$ cat src/rtl/truth_table_sweeper.sv
// ============================================================================
// truth_table_sweeper : exhaustive stimulus + golden-table checker  | rev 1.0
// ============================================================================
`default_nettype none

module truth_table_sweeper #(
  parameter int                          N_IN     = 3,
  parameter int                          N_OUT    = 1,
  parameter int                          HOLD     = 10,
  parameter bit                          GRAY     = 1'b0,
  parameter logic [N_OUT*(2**N_IN)-1:0]  EXPECTED = 8'b11101000
) (
  input  logic              clock,
  input  logic              reset,
  input  logic              start,
  input  logic [N_OUT-1:0]  dut_out,
  output logic [N_IN-1:0]   dut_in,
  output logic              busy,
  output logic              done,
  output logic              pass,
  output logic [N_IN:0]     err_count,
  output logic              first_fail_valid,
  output logic [N_IN-1:0]   first_fail_vec
);

  localparam int              HW          = (HOLD > 1) ? $clog2(HOLD) : 1;
  localparam logic [HW-1:0]   C_HOLD_LAST = HW'(HOLD - 1);
  localparam logic [N_IN-1:0] C_STEP_LAST = {N_IN{1'b1}};

  typedef enum logic [1:0] {
    S_IDLE  = 2'd0,
    S_DRIVE = 2'd1,
    S_DONE  = 2'd2
  } state_t;

  state_t            state_q, state_d;
  logic [N_IN-1:0]   step_q, step_d;
  logic [HW-1:0]     hold_q, hold_d;
  logic [N_IN-1:0]   dut_in_q, dut_in_d;
  logic              busy_q, busy_d;
  logic              done_q, done_d;
  logic              pass_q, pass_d;
  logic [N_IN:0]     err_q, err_d;
  logic              ffv_q, ffv_d;
  logic [N_IN-1:0]   ffvec_q, ffvec_d;

  logic [N_OUT-1:0]  exp_tbl [2**N_IN];
  logic [N_IN-1:0]   vec_cur;

  function automatic logic [N_IN-1:0] vec_of(input logic [N_IN-1:0] s);
    return GRAY ? (s ^ (s >> 1)) : s;
  endfunction

  // Unpack the flat golden table so it can be indexed by the input value.
  for (genvar g = 0; g < 2**N_IN; g++) begin : g_tbl
    assign exp_tbl[g] = EXPECTED[g*N_OUT +: N_OUT];
  end

  assign vec_cur = vec_of(step_q);

  always_comb begin
    state_d  = state_q;
    step_d   = step_q;
    hold_d   = hold_q;
    dut_in_d = dut_in_q;
    busy_d   = busy_q;
    done_d   = done_q;
    pass_d   = pass_q;
    err_d    = err_q;
    ffv_d    = ffv_q;
    ffvec_d  = ffvec_q;

    case (state_q)
      S_IDLE, S_DONE: begin
        if (start) begin
          state_d  = S_DRIVE;
          step_d   = '0;
          hold_d   = '0;
          dut_in_d = vec_of('0);
          busy_d   = 1'b1;
          done_d   = 1'b0;
          pass_d   = 1'b0;
          err_d    = '0;
          ffv_d    = 1'b0;
          ffvec_d  = '0;
        end
      end
      S_DRIVE: begin
        if (hold_q == C_HOLD_LAST) begin
          if (dut_out != exp_tbl[vec_cur]) begin
            err_d = err_q + 1'b1;
            if (!ffv_q) begin
              ffv_d   = 1'b1;
              ffvec_d = vec_cur;
            end
          end
          hold_d = '0;
          // The terminal compare lands in err_d, so pass reflects it.
          if (step_q == C_STEP_LAST) begin
            state_d  = S_DONE;
            step_d   = '0;
            dut_in_d = '0;
            busy_d   = 1'b0;
            done_d   = 1'b1;
            pass_d   = (err_d == '0);
          end else begin
            step_d   = step_q + 1'b1;
            dut_in_d = vec_of(step_q + 1'b1);
          end
        end else begin
          hold_d = hold_q + 1'b1;
        end
      end
      default: state_d = S_IDLE;
    endcase
  end

  always_ff @(posedge clock) begin
    if (!reset) begin
      state_q  <= S_IDLE;
      step_q   <= '0;
      hold_q   <= '0;
      dut_in_q <= '0;
      busy_q   <= 1'b0;
      done_q   <= 1'b0;
      pass_q   <= 1'b0;
      err_q    <= '0;
      ffv_q    <= 1'b0;
      ffvec_q  <= '0;
    end else begin
      state_q  <= state_d;
      step_q   <= step_d;
      hold_q   <= hold_d;
      dut_in_q <= dut_in_d;
      busy_q   <= busy_d;
      done_q   <= done_d;
      pass_q   <= pass_d;
      err_q    <= err_d;
      ffv_q    <= ffv_d;
      ffvec_q  <= ffvec_d;
    end
  end

  assign dut_in           = dut_in_q;
  assign busy             = busy_q;
  assign done             = done_q;
  assign pass             = pass_q;
  assign err_count        = err_q;
  assign first_fail_valid = ffv_q;
  assign first_fail_vec   = ffvec_q;

endmodule

`default_nettype wire
$ cat config.mk
export PLATFORM = sky130hd
export DESIGN_NAME = truth_table_sweeper
export DESIGN_NICKNAME = d
export VERILOG_FILES = /design/src/rtl/truth_table_sweeper.sv
export SDC_FILE = /design/constraint.sdc
export NUM_CORES = 1
export LEC_CHECK = 0
export CAP_MARGIN = 40
export CORE_MARGIN = 4
export CORE_UTILIZATION = 55
export DETAILED_ROUTE_END_ITERATION = 10
export PLACE_DENSITY = 0.82
export SLEW_MARGIN = 20
export SYNTH_ARGS = -nofsm -noshare
export SYNTH_HDL_FRONTEND = slang
export SYNTH_SLANG_ARGS = --single-unit
$ cat constraint.sdc
create_clock -name clock -period 2.46 [get_ports clock]
set_input_delay 0.615 -clock clock [delete_from_list [all_inputs] [get_ports clock]]
set_output_delay 0.615 -clock clock [all_outputs]
set_load 0.01 [all_outputs]
* Word-level counts from Yosys, hierarchy flattened
Memory sizes are Yosys's and may differ from the RTL's.
Index checks and enable logic that the tools add are counted.
** Word-level totals
- Memories :: 1
- Register bits after elaboration :: 20
- Memory bits (read-only) :: 8
- Word-level logic and storage cells :: 71
- Output and inout port bits :: 14
- Bits of input ports :: 4
** Operators by class
- Bitwise operators :: 1
- Multiplexer cells :: 36
- $lt $le $gt $ge :: 1
- Add/sub/neg operators :: 3
- Reductions and logical operators :: 10
- Eq/ne operators :: 10
** Memory list
- (name not given) :: depth 8, bits a word 1, rd ports 1, clocked after Yosys merged registers in 0, wr ports 0, line 90 : if (dut_out != exp_tbl[vec_cur]) begin
** Operators by type and width (number)
- $mux 4 :: 6
- $mux 3 :: 6
- $pmux 4 s2 :: 2
- $mux 1 :: 12
- $pmux 3 s2 :: 2
- $ne 2x2->1 const B :: 5
- $add 4x1->4 const B :: 2
- $pmux 1 s2 :: 4
- $reduce_and 4->1 :: 2
- $mux 2 :: 3
- $reduce_and 3->1 :: 2
- $reduce_and 5->1 :: 1
- $eq 4x4->1 const B :: 1
- $ge 4x4->1 const B :: 1
- $logic_not 4->1 :: 1
- $not 3->4 :: 1
- $pmux 2 s2 :: 1
- $add 3x1->3 const B :: 1
- $eq 3x3->1 const B :: 1
- $eq 2x1->1 const B :: 1
- $eq 2x2->1 const B :: 1
- $logic_not 2->1 :: 1
- $reduce_and 2->1 :: 1
- $reduce_bool 2->1 :: 1
- other kinds (2) :: 2

* Logic depth before layout (Yosys ltp)
- Depth after elaboration :: 12
- Gate-level depth with buffers :: 8
- Depth with buffers taken out :: 7

* Worst setup path before layout
No wires, ideal clock.
- Kind :: reg-to-reg
- From :: register, netlist name dut_in[0]
- To :: register ffvec_q[0] (netlist: first_fail_vec[0])
- Data arrival time :: 1.647 ns
- Setup slack :: 0.742 ns
- Data required time :: 2.388 ns
- Buffers on the path :: 0
- Stages on the path, launching flop included :: 7
- Path through :: dfxtp_1 -> inv_1 -> ha_1 -> a21oi_2 -> xor2_2 -> nor3b_4 -> mux2i_1
** RTL lines
- end signal, assigned :: line 140 : ffvec_q <= ffvec_d;
- end, declared :: line 45 : logic [N_IN-1:0] ffvec_q, ffvec_d;

* Final worst setup path
- From :: register err_q[0] (netlist: err_count[0])
- To :: output err_count[0]
** RTL lines
- start, declared :: line 43 : logic [N_IN:0] err_q, err_d;
- start signal, assigned :: line 138 : err_q <= err_d;
- end, declared :: line 21 : output logic [N_IN:0] err_count,
No word-level cell between the ends.

==> results_dict.tcl <==
set metrics [dict create \
    gr-total-overflow 0 \
    yosysTopAreaCell "dfxtp_1" \
    layout-drive-gt1-share_pct 7.86 \
    peakVddDrop_uv 442 \
    syn_area_um2 1080 \
    endpoint_kind "output port" \
    drt_pass1_iterations 4 \
    synth-compound-area-share_pct 14.6 \
    synth_mux_area_share_pct 7.65 \
    die-area_um2 2740 \
    worst-setup-path-type "reg2out" \
    diodes 0 \
    mostFrequentLayoutCells "20 x dfxtp_1, 17 x nand2_1, 17 x clkdlybuf4s50_1" \
    core_area_um2 1800 \
    synth_top_family_by_area "simple AND/OR/NAND/NOR gates" \
    timing.final.ws_setup_ns 0.489 \
    worst_pin_slew_ns 0.361 \
    multiInputGateArea_um2 646 \
    synthSimpleGateAreaFrac_pct 27.5 \
    drt_wl_total_um 2210 \
    die_h_um 52.3 \
    hold_viol 0 \
    critical_path_required_ns 1.85 \
    critPathArrivalTime_ns 1.36 \
    min_period_ns 1.97 \
    postCtsSetupBuffers 0 \
    clock_skew_ns 0.00798 \
    maxCapViolations 0 \
    num_vias 887 \
    cts_tree "done" \
    crit_start "err_count[0]" \
    power_frac_comb_pct 7.5 \
    cts_buffers 3 \
    ctsResizeCount 0 \
    clock-sinks 20 \
    drtAntennaViolNets 0 \
    max-slew-margin-rel_pct 75.9 \
    critPathTopFamily "buffers and inverters" \
    post-place-ws_ns 0.264 \
    via_per_inst 5.38 \
    root_buffer "clkbuf_4" \
    sequentialPowerShare_pct 59.0 \
    fmax_mhz 507 \
    initial_core_util_pct 59.9 \
    synthCells 123 \
    rows 15 \
    place_congestion 0.747 \
    final_common_cell "dfxtp_1" \
    grt_max_degree 12 \
    slew_violations 0 \
    crit_path_start_kind "flip-flop" \
    synth_area_per_cell_um2 8.78 \
    rsz0062_at_grt "false" \
    synth_cell_types 37 \
    post-route-period-util_pct 80.1 \
    dp.cells 161 \
    final_util_pct 72.1 \
    path_max_fanout 7 \
    fin_setup_tns_ns 0 \
    synthToLayoutAreaGrowth_pct 20.3 \
    ctsHoldBuffers 0 \
    critPathSlowestCell "clkdlybuf4s50_1" \
    synth.net_count 133 \
    clkPwrFrac_pct 33.5 \
    min_from "first_fail_vec[2]" \
    yosysSeqAreaShare_pct 37.1 \
    total_power_uw 567 \
    antenna_found_initial 0 \
    fillCellCount 157 \
    crit_buf_inv 1 \
    post-route-drc-count 0 \
    p_sw_uw 129 \
    clk_latency_ns 0.30 \
    dp_hpwl_um 1700 \
    synth-xor-area-share_pct 3.13 \
    cts_buffer_depth 2 \
    power.leakage_uw 0.000503 \
    powerDensity_nw_per_um2 436 \
    switching_share_pct 22.7 \
    synth_fa_ha_area_share_pct 6.95 \
    synth_area_leaders "dfxtp_1 37%, ha_1 7.0%, nand2_1 5.9%" \
    ff_latch_area_um2 400 \
    io-pin-count 18 \
    floorplan.die.width_um 52.3 \
    path_cells "clkdlybuf4s50_1" \
    hp-class "reg2reg" \
    io_buffers 17 \
    drtIter0Drc 12 \
    detail_route.wl_per_cell_um 13.4 \
    r2r-start "dut_in[0]" \
    htree_levels 1 \
    fin_cells 165 \
    grt_pass1_wl_um 3820 \
    ys_ff_latch 20 \
    clk_pin_slew_worst_paths_ns 0.11 \
    status "complete, no violations" \
    max_stage_delay_ns 0.59 \
    grt_pass1_vias 866 \
    ys_warn_count 0 \
    setup_viol_count_final 0 \
    nets 151 \
    synth.top_cell.area_share_pct 37.1 \
    track_usage_pct 18.7 \
    intPower_uw 438 \
]
[sequential cells by signal, indices dropped and copies added (netlist names)]
signal            flops
dut_in                3
done                  1
state_q               2
first_fail_vec        3
busy                  1
err_count             4
first_fail_valid      1
pass                  1
hold_q                4
[cell type report]
type                            count  area share, %
Clock buffer                        4           2.79
Inverter                            4           1.16
Multi-Input combinational cell     95           49.7
Sequential cell                    20           30.8
Tap cell                           25           2.41
Timing Repair Buffer               17           13.1
[logic make-up (layout without fill, tap and decap cells)]
logic type               after synthesis  after routing
AO/OA/AOI/OAI                         24             24
XOR/XNOR                               3              3
adder cells (fa/ha/maj)                6              6
buffers and inverters                  8             25
flip-flops                            20             20
multiplexers                           8              8
AND/OR/NAND/NOR                       54             54
[stage by stage]
step	hold WS, ns	instance area [um^2]
final	0.465	1300
after global routing	0.491	1300
after CTS	0.470	1300
after detailed placement	0.448	1260
after global placement	0.448	1260
after floorplan	0.478	1080
[power by group through the flow]
stage / clock network (uW) / registers, uW / logic, uW
2_1_floorplan: 0 / 339 / 31.1
3_3_place_gp: 0 / 341 / 41.2
3_5_place_dp: 0 / 341 / 42.5
4_1_cts: 190 / 334 / 42.7
5_1_grt: 208 / 335 / 47.9
6_report: 190 / 334 / 42.2
[cells in the mapped netlist]
cell,number
nor3b_4,1
o21a_1,1
a21o_1,2
nand2_2,1
nand3_1,3
nor2b_1,3
o21ai_0,3
buf_2,3
xor2_1,2
a31oi_1,2
mux2i_1,6
and3_1,2
a21boi_0,2
and2b_1,1
nand3b_1,1
and3b_1,1
clkbuf_1,1
nand2b_1,2
a22o_1,1
o31ai_1,2
nand2_4,1
nor3_1,4
xor2_2,1
a21boi_1,2
a32o_1,1
a21oi_1,4
nor2_1,7
a21oi_2,1
mux2_2,2
nor3b_1,2
dfxtp_1,20
inv_1,4
nand2_1,17
ha_1,6
or3b_1,1
and2_1,7
o21ai_1,3
[final timing paths]
| kind | end | slack [ns] | depth (start not counted) |
|---|---|---|---|
| min reg2reg | first_fail_vec[2] | 0.47 | 2 |
| max | err_count[0] | 0.49 | 1 |
| max reg2reg | first_fail_vec[1] | 0.56 | 6 |
| min | first_fail_vec[2] | 0.47 | 2 |
[routing by layer]
metal / vias up / track usage [%] / wire, um
li1: 456 / - / -
met1: 398 / 24.1 / 1020
met2: 28 / 30.2 / 1060
met3: 5 / 3.99 / 96
met4: 0 / 7.23 / 38
met5: - / 0 / 0
Power figures use the tool's default switching activity.
